`config.mk`:
```
export PLATFORM = sky130hd
export DESIGN_NAME = crc_bus_host_flat
export DESIGN_NICKNAME = d
export VERILOG_FILES = /design/src/rtl/crc_bus_host_pkg.sv /design/src/rtl/crc_bus_host_if.sv /design/src/rtl/crc_bus_host.sv /design/src/flat_wrapper.sv
export SDC_FILE = /design/constraint.sdc
export NUM_CORES = 1
export LEC_CHECK = 0
export ABC_AREA = 1
export ABC_CLOCK_PERIOD_IN_PS = 1900
export CORE_ASPECT_RATIO = 1.5
export CORE_MARGIN = 2
export CORE_UTILIZATION = 40
export CTS_CLUSTER_SIZE = 8
export DETAILED_ROUTE_END_ITERATION = 10
export PLACE_DENSITY = 0.75
export SYNTH_ARGS = -nofsm -noshare
export SYNTH_HDL_FRONTEND = slang
export SYNTH_SLANG_ARGS = --single-unit
```
`constraint.sdc`:
```
create_clock -name clk -period 1.9 [get_ports clk]
set_input_delay 0.57 -clock clk [delete_from_list [all_inputs] [get_ports clk]]
set_output_delay 0.57 -clock clk [all_outputs]
set_load 0.1 [all_outputs]
```
`src/rtl/crc_bus_host_pkg.sv`:
```
// Shared definitions for the CRC bus host: FSM state encoding, command codes
// written to the peripheral control register, and the status done-bit index.
package crc_bus_host_pkg;

  typedef enum logic [3:0] {
    IDLE,
    CLEAR,
    WAIT_BYTE,
    WR_BYTE,
    START,
    POLL_RD,
    POLL_CHK,
    POLL_WAIT,
    RES_RD,
    RES_CAP
  } state_t;

  localparam logic [7:0]  CMD_CLEAR       = 8'hA;
  localparam logic [7:0]  CMD_START       = 8'hB;
  localparam int unsigned STATUS_DONE_BIT = 0;

endpackage

```
`src/rtl/crc_bus_host_if.sv`:
```
// Byte stream, peripheral register bus and result signals of the CRC bus host.
//   in_valid/in_data/in_last/in_ready : upstream byte handshake
//   bus_addr/bus_wr/bus_rd/bus_wdata  : register access strobes to the peripheral
//   bus_rdata                         : peripheral read data, valid the cycle after bus_rd
//   res_valid/res_data/res_error      : per-frame result pulse
//   busy                              : host engine active
// master = the host side, slave = the environment (upstream + peripheral + sink).
interface crc_bus_host_if;
  logic        in_valid;
  logic [7:0]  in_data;
  logic        in_last;
  logic        in_ready;
  logic [15:0] bus_addr;
  logic        bus_wr;
  logic        bus_rd;
  logic [31:0] bus_wdata;
  logic [31:0] bus_rdata;
  logic        res_valid;
  logic [31:0] res_data;
  logic        res_error;
  logic        busy;

  modport master (
    input  in_valid, in_data, in_last, bus_rdata,
    output in_ready, bus_addr, bus_wr, bus_rd, bus_wdata,
           res_valid, res_data, res_error, busy
  );

  modport slave (
    output in_valid, in_data, in_last, bus_rdata,
    input  in_ready, bus_addr, bus_wr, bus_rd, bus_wdata,
           res_valid, res_data, res_error, busy
  );
endinterface

```
`src/rtl/crc_bus_host.sv`:
```
// CRC bus host: streams a byte frame into a memory-mapped CRC peripheral,
// starts the computation, polls the status register until done (or until
// TIMEOUT polls have failed) and returns the result as a one-cycle pulse.
// Ports:
//   clk   : clock, rising edge
//   reset : synchronous active-high reset
//   bus   : crc_bus_host_if.master (byte input, register bus, result)
module crc_bus_host
  import crc_bus_host_pkg::*;
#(
  parameter logic [15:0] IN_ADDR     = 16'h680,
  parameter logic [15:0] STATE_ADDR  = 16'h688,
  parameter logic [15:0] RESULT_ADDR = 16'h690,
  parameter logic [15:0] CTRL_ADDR   = 16'h698,
  parameter int unsigned POLL_GAP    = 8,
  parameter int unsigned TIMEOUT     = 1024
) (
  input logic            clk,
  input logic            reset,
  crc_bus_host_if.master bus
);

  // +2 keeps both counters at least one bit wide and able to hold their limit.
  localparam int unsigned PW = $clog2(TIMEOUT + 2);
  localparam int unsigned GW = $clog2(POLL_GAP + 2);

  state_t          state, nstate;
  logic [7:0]      byte_q;
  logic            last_q;
  logic [PW-1:0]   poll_cnt;
  logic [GW-1:0]   gap_cnt;
  logic            res_valid_q;
  logic            res_error_q;
  logic [31:0]     res_data_q;

  logic [PW-1:0]   poll_next;
  logic [GW-1:0]   gap_next;
  logic            status_done;
  logic            poll_expired;
  logic            gap_done;

  assign poll_next    = poll_cnt + PW'(1);
  assign gap_next     = gap_cnt + GW'(1);
  assign status_done  = bus.bus_rdata[STATUS_DONE_BIT];
  // poll_cnt never exceeds TIMEOUT: reaching it leaves the poll loop.
  assign poll_expired = (poll_next >= PW'(TIMEOUT));
  assign gap_done     = (gap_next >= GW'(POLL_GAP));

  assign bus.res_valid = res_valid_q;
  assign bus.res_error = res_error_q;
  assign bus.res_data  = res_data_q;

  always_ff @(posedge clk) begin
    if (reset) begin
      state       <= IDLE;
      byte_q      <= '0;
      last_q      <= 1'b0;
      poll_cnt    <= '0;
      gap_cnt     <= '0;
      res_valid_q <= 1'b0;
      res_error_q <= 1'b0;
      res_data_q  <= '0;
    end else begin
      state       <= nstate;
      res_valid_q <= 1'b0;
      res_error_q <= 1'b0;
      case (state)
        WAIT_BYTE: begin
          if (bus.in_valid) begin
            byte_q <= bus.in_data;
            last_q <= bus.in_last;
          end
        end
        START: begin
          poll_cnt <= '0;
          gap_cnt  <= '0;
        end
        POLL_CHK: begin
          gap_cnt <= '0;
          if (!status_done) begin
            poll_cnt <= poll_next;
            if (poll_expired) begin
              res_valid_q <= 1'b1;
              res_error_q <= 1'b1;
              res_data_q  <= '0;
            end
          end
        end
        POLL_WAIT: gap_cnt <= gap_next;
        RES_CAP: begin
          res_valid_q <= 1'b1;
          res_data_q  <= bus.bus_rdata;
        end
        default: ;
      endcase
    end
  end

  always_comb begin
    nstate        = state;
    bus.in_ready  = 1'b0;
    bus.bus_addr  = '0;
    bus.bus_wr    = 1'b0;
    bus.bus_rd    = 1'b0;
    bus.bus_wdata = '0;
    bus.busy      = (state != IDLE);
    case (state)
      IDLE: if (bus.in_valid) nstate = CLEAR;
      CLEAR: begin
        bus.bus_wr    = 1'b1;
        bus.bus_addr  = CTRL_ADDR;
        bus.bus_wdata = {24'h0, CMD_CLEAR};
        nstate        = WAIT_BYTE;
      end
      WAIT_BYTE: begin
        bus.in_ready = 1'b1;
        if (bus.in_valid) nstate = WR_BYTE;
      end
      WR_BYTE: begin
        bus.bus_wr    = 1'b1;
        bus.bus_addr  = IN_ADDR;
        bus.bus_wdata = {24'h0, byte_q};
        nstate        = last_q ? START : WAIT_BYTE;
      end
      START: begin
        bus.bus_wr    = 1'b1;
        bus.bus_addr  = CTRL_ADDR;
        bus.bus_wdata = {24'h0, CMD_START};
        nstate        = POLL_RD;
      end
      POLL_RD: begin
        bus.bus_rd   = 1'b1;
        bus.bus_addr = STATE_ADDR;
        nstate       = POLL_CHK;
      end
      POLL_CHK: begin
        if (status_done)       nstate = RES_RD;
        else if (poll_expired) nstate = IDLE;
        else if (POLL_GAP == 0) nstate = POLL_RD;
        else                   nstate = POLL_WAIT;
      end
      POLL_WAIT: if (gap_done) nstate = POLL_RD;
      RES_RD: begin
        bus.bus_rd   = 1'b1;
        bus.bus_addr = RESULT_ADDR;
        nstate       = RES_CAP;
      end
      RES_CAP: nstate = IDLE;
      default: nstate = IDLE;
    endcase
  end

endmodule
```
`src/flat_wrapper.sv`:
```
// flat-port wrapper written by rule: the top's interface ports become plain ports
module crc_bus_host_flat import crc_bus_host_pkg::*;
#(
  parameter logic [15:0] IN_ADDR     = 16'h680,
  parameter logic [15:0] STATE_ADDR  = 16'h688,
  parameter logic [15:0] RESULT_ADDR = 16'h690,
  parameter logic [15:0] CTRL_ADDR   = 16'h698,
  parameter int unsigned POLL_GAP    = 8,
  parameter int unsigned TIMEOUT     = 1024
)
  (clk, reset, bus_in_valid, bus_in_data, bus_in_last, bus_bus_rdata, bus_in_ready, bus_bus_addr, bus_bus_wr, bus_bus_rd, bus_bus_wdata, bus_res_valid, bus_res_data, bus_res_error, bus_busy);
  crc_bus_host_if bus_i ();
  input logic clk;
  input logic reset;
  input wire logic [$bits(bus_i.in_valid)-1:0] bus_in_valid;
  input wire logic [$bits(bus_i.in_data)-1:0] bus_in_data;
  input wire logic [$bits(bus_i.in_last)-1:0] bus_in_last;
  input wire logic [$bits(bus_i.bus_rdata)-1:0] bus_bus_rdata;
  output wire logic [$bits(bus_i.in_ready)-1:0] bus_in_ready;
  output wire logic [$bits(bus_i.bus_addr)-1:0] bus_bus_addr;
  output wire logic [$bits(bus_i.bus_wr)-1:0] bus_bus_wr;
  output wire logic [$bits(bus_i.bus_rd)-1:0] bus_bus_rd;
  output wire logic [$bits(bus_i.bus_wdata)-1:0] bus_bus_wdata;
  output wire logic [$bits(bus_i.res_valid)-1:0] bus_res_valid;
  output wire logic [$bits(bus_i.res_data)-1:0] bus_res_data;
  output wire logic [$bits(bus_i.res_error)-1:0] bus_res_error;
  output wire logic [$bits(bus_i.busy)-1:0] bus_busy;
  assign bus_i.in_valid = bus_in_valid;
  assign bus_i.in_data = bus_in_data;
  assign bus_i.in_last = bus_in_last;
  assign bus_i.bus_rdata = bus_bus_rdata;
  assign bus_in_ready = bus_i.in_ready;
  assign bus_bus_addr = bus_i.bus_addr;
  assign bus_bus_wr = bus_i.bus_wr;
  assign bus_bus_rd = bus_i.bus_rd;
  assign bus_bus_wdata = bus_i.bus_wdata;
  assign bus_res_valid = bus_i.res_valid;
  assign bus_res_data = bus_i.res_data;
  assign bus_res_error = bus_i.res_error;
  assign bus_busy = bus_i.busy;
  crc_bus_host #(.IN_ADDR(IN_ADDR), .STATE_ADDR(STATE_ADDR), .RESULT_ADDR(RESULT_ADDR), .CTRL_ADDR(CTRL_ADDR), .POLL_GAP(POLL_GAP), .TIMEOUT(TIMEOUT)) u_core (.clk(clk), .reset(reset), .bus(bus_i));
endmodule
```
---- Word-level counts from Yosys, hierarchy flattened ----
Index checks and enable logic that the tools add are counted.
Widths: inputs -> output; s select.
operators by class
  reduce and logical (&&, ||, !) cells .... 14
  bitwise gates (word level) .............. 1
  equal/unequal tests ..................... 14
  mux-type cells .......................... 21
  order comparisons ....................... 2
  $add $sub $neg .......................... 2
operators with widths
  cell                   count
  $mux 32                2
  $pmux 32 s2            1
  $pmux 11 s4            1
  $pmux 4 s9             1
  $pmux 8 s3             1
  $pmux 11 s2            1
  $eq 4x3->1 const B     4
  $mux 4                 4
  $add 11x1->11 const B  1
  $ge 11x11->1 const B   1
  $mux 11                1
  $eq 4x2->1 const B     2
  $eq 4x4->1 const B     2
  $pmux 4 s2             1
  $reduce_or 2->1        4
  $mux 3                 2
  $ne 2x2->1 const B     3
  $reduce_and 3->1       2
  $reduce_bool 2->1      3
  $mux 1                 5
  $add 4x1->4 const B    1
  $eq 4x1->1 const B     1
  $ge 4x4->1 const B     1
  $logic_not 4->1        1
  6 further kinds        8
storage, ports and cells
  word-level logic and storage cells ...... 62
  register bits after elaboration ......... 62

---- Logic depth before layout (Yosys ltp) ----
Gate-level depths: netlist of the first run.
  word-level depth ........................ 5
  mapped depth ............................ 11
  depth with buffers taken out ............ 11

---- Least setup slack after synthesis of the first run ----
OpenSTA, ideal clock, no wires.
  path kind ............................... reg2out
  from .................................... reg u_core.state[2]
  to ...................................... out bus_bus_wdata[0]
  setup slack ............................. -1.650 ns
  data required time ...................... 1.330 ns
  arrival ................................. 2.980 ns
  stages on the path, launching flop included .. 7
  buffers on the path ..................... 1
  path through ............................ dfxtp_1 -> nor2_2 -> inv_2 -> nor2_1 -> inv_1 -> clkbuf_1 -> o21ai_0
between the ends
  cells in the longest elaborated chain, start to end .. 2
  elaborated cells on any way between the ends .. 4
  classes of those cells .................. eq/ne: 3; mux: 1
ends and longest elaborated chain
  what                                line                 source
  start, declared                     crc_bus_host.sv:27   state_t state, nstate;
  start signal, assigned              crc_bus_host.sv:64   state <= nstate;
  $eq 4x3->1 (tied with other cells)  crc_bus_host.sv:107  case (state)
  $pmux 8 s3 *                        crc_bus_host.sv:107
  end, declared                       flat_wrapper.sv:23   output wire logic [$bits(bus_i.bus_wdata)-1:0] bus_bus_wdata;
Mark *: on every way between the ends. The rest lies on a longest branch, timed or not.

---- Worst setup path in the final report of the first run ----
Same ends and word-level chain as after synthesis.

==> metrics.md, run 1 <==
| Metric | Value |
|---|---|
| Nets | `550` |
| Crit Path Class | `reg2out` |
| Post-detail-place hpwl | `5.84 mm` |
| Hold WC Path Type | `reg2reg` |
| Slew margin rel. | `roughly two thirds` |
| Worst skew pair latency | `340 ps` |
| Netlist cell types | `32` |
| Fillers | `about 640` |
| Ports | `130` |
| Crit Path Max Fanout | `11` |
| Failing checks | `setup timing` |
| Footprint of the multi-input gates | `1660 um^2` |
| Clock buffer depth | `2` |
| Grt ovf | `0` |
| Core area | `7910 um^2` |
| Largest net degree at the start of global routing | `34` |
| CP endpoint kind | `primary output` |
| ANT nets after route | `0` |
| Port buffer count | `94` |
| Startpoint Class | `register` |
| Total number of vias | `a little under 3000` |
| CTS clk-pin slew, worst paths | `50 ps` |
| CTS Sinks | `62` |
| Netlist Area Pre-Place | `3230 um^2` |
| DRC errors left | `0` |
| Fin util | `about two thirds` |
| Hold depth | `2` |
| CTS root buf | `clkbuf_16` |
| Final number of setup-violating endpoints | `16` |
| FP Rows | `40` |
| Peak supply drop | `between 500 and 600 uV` |
| All-layer global routing usage | `around a fifth` |
| Initial Util | `between 40% and 50%` |
| Max Freq | `479 MHz` |
| Area Growth Syn to Fin | `59.0%` |
| Unrepaired setup endpoints after global routing | `yes` |
| Hold Crit Start | `u_core.byte_q[5]` |
| Layout cells sized above 1 | `37.9%` |
| Synth Warn # | `0` |
| DRC marker count from the first detailed-route iteration | `about 100` |
| Slew @ Worst Pin | `528 ps` |
| Cell Pwr Density | `723 nW/um^2` |
| Max-cap violations | `0` |
| Die area | `8820 um^2` |
| Yosys reg bits | `62` |
| Final wirelength | `8.28 mm` |
| Die X | `77.3 um` |
| Vias per cell | `between 4 and 5` |
| Sequential cell area fraction in the yosys report | `between 30% and 40%` |
| TritonRoute pass-1 iters | `4` |
| CTS buffer count | `9` |
| Die height | `approximately 110 um` |
| Wirelength per Cell | `13.5 um` |
| Setup_tns | `-2210 ps` |
| First-pass GRT wire length | `13.5 mm` |
| Final worst slack | `-189 ps` |
| Crit path required time | `between 1000 and 1500 ps` |
| Synthesized area per cell | `slightly above 8 um^2` |
| Period minus WS final | `2090 ps` |
| H-tree lvl count | `3` |
| Count of final max-slew check failures | `0` |
| Layout Skew | `approximately 6.0 ps` |
| Register area | `1250 um^2` |
| Vias in the first global route | `2982` |
| Worst r2r src | `u_core.poll_cnt[1]` |
| Final hold violation count | `0` |
| Outcome | `finished, violations left` |
| Tcrit/Tclk final | `110%` |
| Worst EP arrival | `1520 ps` |
| Final Power | `3.71 mW` |
| CTS tree | `built` |
| Mapped Cells | `between 300 and 400` |
| Reg2reg setup slack | `~290 ps` |
| Antenna violations before repair | `0` |
| Ant diodes | `0` |
| Hold Path Sink | `u_core.byte_q[5]` |
| P_leak | `approximately 1.9 nW` |
| FF-to-FF path depth | `10` |
| RR Endpoint | `u_core.bus.res_data[3]` |
| Placer's final routability congestion estimate | `0.839` |
## power breakdown
part	total [mW]	leakage (nW)	switching, mW	internal [mW]
clock	1.55	0.142	0.568	0.983
sequential	1.32	0.502	0.00958	1.31
combinational	0.832	1.30	0.609	0.222
## routing by layer
metal | wire (um) | up-vias | global-route usage [%]
met4 | 210 | 0 | 10.1
met1 | 2860 | 1361 | 19.1
met3 | 785 | 22 | 8.47
met2 | 4430 | 136 | 34.3
li1 | - | 1428 | -
met5 | 0 | - | 0
## sequential cells by signal, indices dropped and copies added, names as in the netlist
register              cells
u_core.poll_cnt          11
u_core.bus.res_error      1
u_core.last_q             1
u_core.bus.res_data      32
u_core.state              4
u_core.byte_q             8
u_core.gap_cnt            4
u_core.bus.res_valid      1
## per-stage QoR
stage	worst slack (ps)	cell area [um^2]	instances	hold WS, ps
after floorplan	-953	3420	429	429
after global placement	-22.5	4640	585	439
after detailed placement	-74.9	4640	585	449
after CTS	-178	5030	608	456
after global routing	-273	5130	614	491
final	-189	5130	614	463
## cell usage after synthesis, drive strengths merged
cell type | n | area share [%]
a21oi | 58 | 12
o21bai | 1 | 0.23
or2 | 1 | 0.19
o21ai | 20 | 3.1
nand3 | 39 | 10
nand2 | 80 | 10
o31ai | 1 | 0.23
clkbuf | 7 | 0.81
buf | 47 | 12
dfxtp | 62 | 38
ha | 2 | 0.78
o211ai | 1 | 0.23
nor2 | 27 | 4.1
nor3 | 2 | 0.31
nand4 | 3 | 0.58
a211oi | 1 | 0.23
and3 | 1 | 0.19
xor2 | 2 | 0.54
conb | 1 | 0.12
xnor2 | 1 | 0.27
inv | 38 | 4.4
## final cells by class
cell class / count / share of cell area (%)
clock buffers: 13 / 5.27
clock inverters: 3 / 0.341
inverters: 38 / 2.83
multi-input cells: 275 / 32.3
flip-flops and latches: 62 / 24.4
well taps: 105 / 2.56
repair buffers: 118 / 32.3
## placed cells by master (no fill, tap or decap), types with 2 or more instances in the layout
master,n
nand2_2,12
a21oi_2,27
buf_6,5
nand2_1,62
nor2_2,4
ha_1,2
nand4_1,3
clkinv_2,2
clkbuf_16,9
nor2_1,14
nand3_2,28
nand3_1,11
inv_1,29
conb_1,35
nor2_4,9
buf_4,18
inv_2,8
buf_12,52
dfxtp_2,2
a21oi_1,30
clkdlybuf4s50_1,42
o21ai_0,16
dfxtp_1,58
xor2_1,2
dfxtp_4,2
nand2_4,6
clkbuf_8,3
nor3_1,2
o21ai_1,3
## worst max-delay path, stage by stage (launching register included)
cell and delay (ps):
dfxtp_4 360, nor2_4 110, inv_2 60, nor2_2 80
inv_2 90, buf_4 150, o21ai_4 140, buf_12 190
## timing repair
| action | CTS | global route |
|---|---|---|
| hold buffers | 0 | 0 |
| buffers inserted | 7 | 6 |
| gates resized for setup | 14 | 17 |
| pin swaps | 2 | 0 |
| setup endpoints to repair | 16 | 16 |
## worst max path at each step
stage	start	endpoint	slack, ps	depth (start not counted)
2_1_floorplan	u_core.state[2]	bus_bus_addr[10]	-950	7
3_3_place_gp	u_core.state[2]	bus_bus_addr[7]	-20	6
3_5_place_dp	u_core.state[2]	bus_bus_addr[7]	-70	6
4_1_cts	u_core.state[1]	bus_bus_wdata[0]	-180	5
5_1_grt	u_core.state[3]	bus_bus_addr[10]	-270	7
6_report	u_core.state[2]	bus_bus_wdata[0]	-190	7
## cells by family after synthesis
kind of cell	Yosys count	share of synthesized area, %
and+or+nand+nor	153	26.2
buffers and inverters	92	17.4
AOI/OAI and AO/OA	82	16.2
DFF	62	38.5
xor gates and xnor gates	3	0.814
adders and majority gates	2	0.775
other	1	0.116
Note: power is estimated with default switching activity, not from simulation.
==> run 2: changes to the inputs <==
- CAP_MARGIN: unset -> 10
==> results of run 2 <==
Same layout as run 1: the final DEF is identical, and so are final timing and power.
==> run 3: changes to the inputs <==
- TNS_END_PERCENT: unset -> 30
==> run 3 against run 2 <==
The flow still finishes with violations (setup timing). Register-to-register slack got worse by 20 ps. Sequential share of layout area about the same. Power up 6.5%. Cell count fell by 1.1%. First-iteration DRC count fell by 18%. Final area shrank 0.15%. Critical endpoint is now bus_bus_addr[10]. Largest cell class unchanged. Highest routed layer unchanged.
==> metrics.md, run 3 (synthesis gave the netlist of run 1 again) <==
| Metric | Value |
|---|---|
| Layout Skew | `6.29 ps (+0.297 ps)` |
| Placed cell areas | `4650 um^2 (+0.22%)` |
| Hold Path Sink | `u_core.byte_q[4]` |
| Hold_ws | `458 ps (-5.05 ps)` |
| P_leak | `1.94 nW (about the same)` |
| Tcrit/Tclk final | `110% (+0.15 points)` |
| First-pass GRT wire length | `13.4 mm (-0.46%)` |
| Hold depth | `2 (unchanged)` |
| Largest register FFs | `32 (unchanged)` |
| Hold WC Path Type | `reg2reg` |
| Final worst slack | `-191 ps (-2.88 ps)` |
| CP endpoint kind | `primary output` |
| Area Growth Syn to Fin | `58.8%` |
| Post-detail-place hpwl | `5.94 mm (+1.6%)` |
| Antenna violations before repair | `0 (unchanged)` |
| H-tree lvl count | `3 (unchanged)` |
| Fin util | `64.8% (-0.095 points)` |
| Worst r2r src | `u_core.state[1]` |
| Crit Path Max Fanout | `11 (unchanged)` |
| Hold-fix buffers at CTS | `0 (unchanged)` |
| Vias in the first global route | `2846 (-4.6%)` |
| RR Endpoint | `u_core.bus.res_data[20]` |
| Core area | `7910 um^2 (unchanged)` |
| CTS Sinks | `62 (unchanged)` |
| Outcome | `finished, violations left` |
| Post-Place Setup Slack | `-111 ps (-35.8 ps)` |
| Initial Util | `40.8% (unchanged)` |
| All-layer global routing usage | `18.9% (-0.56 points)` |
| CTS root buf | `clkbuf_16` |
| Slew margin rel. | `65.3% (+0.53 points)` |
| CTS buffer count | `9 (unchanged)` |
| Placer's final routability congestion estimate | `0.827 (-1.4%)` |
| Period minus WS final | `2090 ps (+2.88 ps)` |
| Clock buffer depth | `2 (unchanged)` |
| Max-cap violations | `0 (unchanged)` |
| Peak supply drop | `589 uV (-1.8%)` |
| Count of final max-slew check failures | `0 (unchanged)` |
| Fillers | `634 (-0.31%)` |
| Slew @ Worst Pin | `520 ps (-8.00 ps)` |
| Layout cells sized above 1 | `36.3% (-1.7 points)` |
| Die area | `8820 um^2 (unchanged)` |
| Worst skew pair latency | `320 ps (-20 ps)` |
| Crit path required time | `1330 ps (about the same)` |
| Cell Pwr Density | `771 nW/um^2 (+6.7%)` |
| Final Non-Filler Cells | `607 (-1.1%)` |
| CTS tree | `built` |
| Largest net degree at the start of global routing | `34 (unchanged)` |
| Final wirelength | `8.20 mm (-0.93%)` |
| Final number of setup-violating endpoints | `15 (-1)` |
| Grt ovf | `0 (unchanged)` |
| Die X | `77.3 um (unchanged)` |
| Ant diodes | `0 (unchanged)` |
| Max Freq | `478 MHz (-0.14%)` |
| Crit Path Class | `reg2out` |
| DRC marker count from the first detailed-route iteration | `84 (-18%)` |
| Inst Count DP | `585 (unchanged)` |
| Commonest non-fill, non-tap cell in the layout | `nand2_1` |
| Post-route cell area | `5120 um^2 (-0.15%)` |
| Failing checks | `setup timing` |
| Wirelength per Cell | `13.5 um (+0.21%)` |
| Hold Crit Start | `u_core.byte_q[4]` |
| Ports | `130 (unchanged)` |
| ANT nets after route | `0 (unchanged)` |
| Commonest cells after routing, fill and taps aside | `nand2_1, dfxtp_1, buf_12` |
| Final Power | `3.95 mW (+6.5%)` |
| Port buffer count | `94 (unchanged)` |
| Unrepaired setup endpoints after global routing | `yes` |
| FF-to-FF path depth | `7 (-3)` |
| TritonRoute pass-1 iters | `4 (unchanged)` |
| Final hold violation count | `0 (unchanged)` |
| CTS clk-pin slew, worst paths | `50 ps (about the same)` |
| Total number of vias | `2871 (-2.6%)` |
| Nets | `543 (-1.3%)` |
| Die height | `114 um (unchanged)` |
| Setup_tns | `-2030 ps (+185 ps)` |
| Reg2reg setup slack | `270 ps (-20 ps)` |
| Startpoint Class | `register` |
| Worst EP arrival | `1520 ps (about the same)` |
| DRC errors left | `0 (unchanged)` |
| Vias per cell | `4.73 (-1.5%)` |
| FP Rows | `40 (unchanged)` |
==> run 3: cell types whose count changed in the layout (fill, tap and decap cells not counted), moves of 2 or more <==
cell,before,now
buf_12,52,54
buf_6,5,3
nand2_1,62,65
nand2_2,12,10
buf_4,18,11
bufinv_16,0,2
==> run 3: timing repair <==
item | CTS | global route
setup endpoints to repair | 16 | 16
resized for setup | 10 | 15
cloned | 0 | 0
pin swaps | 3 | 4
buffers inserted | 3 | 3
==> run 3: power by group <==
part           internal [mW]  total, mW  switching, mW
Clock                   1.25       1.81          0.555
Combinational          0.215      0.819          0.604
Sequential              1.31       1.32        0.00842
==> run 3: metal layers <==
metal / global-route usage [%] / part of all wire [%]
met1: 19.8 / 37
met2: 33.3 / 52
met3: 8.31 / 9.4
met4: 6.79 / 1.6
met5: 0 / 0
==> run 3: worst max path at each step <==
stage	from	slack (ps)	to
floorplan	u_core.state[2]	-950	bus_bus_addr[10]
global placement	u_core.state[2]	-20	bus_bus_addr[7]
detailed placement	u_core.state[2]	-110	bus_bus_addr[10]
CTS	u_core.state[2]	-150	bus_bus_addr[10]
global route	u_core.state[2]	-260	bus_bus_addr[9]
finish	u_core.state[2]	-190	bus_bus_addr[10]
==> run 3: layout make-up <==
cell class,count,area [um^2],area share (%)
Multi-Input combinational cell,275,1640,31.9
Timing Repair Buffer,111,1620,31.7
Sequential cell,62,1250,24.4
Clock buffer,13,270,5.27
Inverter,38,148,2.88
Tap cell,105,131,2.56
Clock inverter,3,65.1,1.27
==> run 3: critical path, stage by stage, from the launching register on <==
cell	delay, ps
dfxtp_4	360
nor2_4	110
inv_2	80
nor2_4	120
inv_4	90
nand4_1	120
buf_6	140
buf_12	170
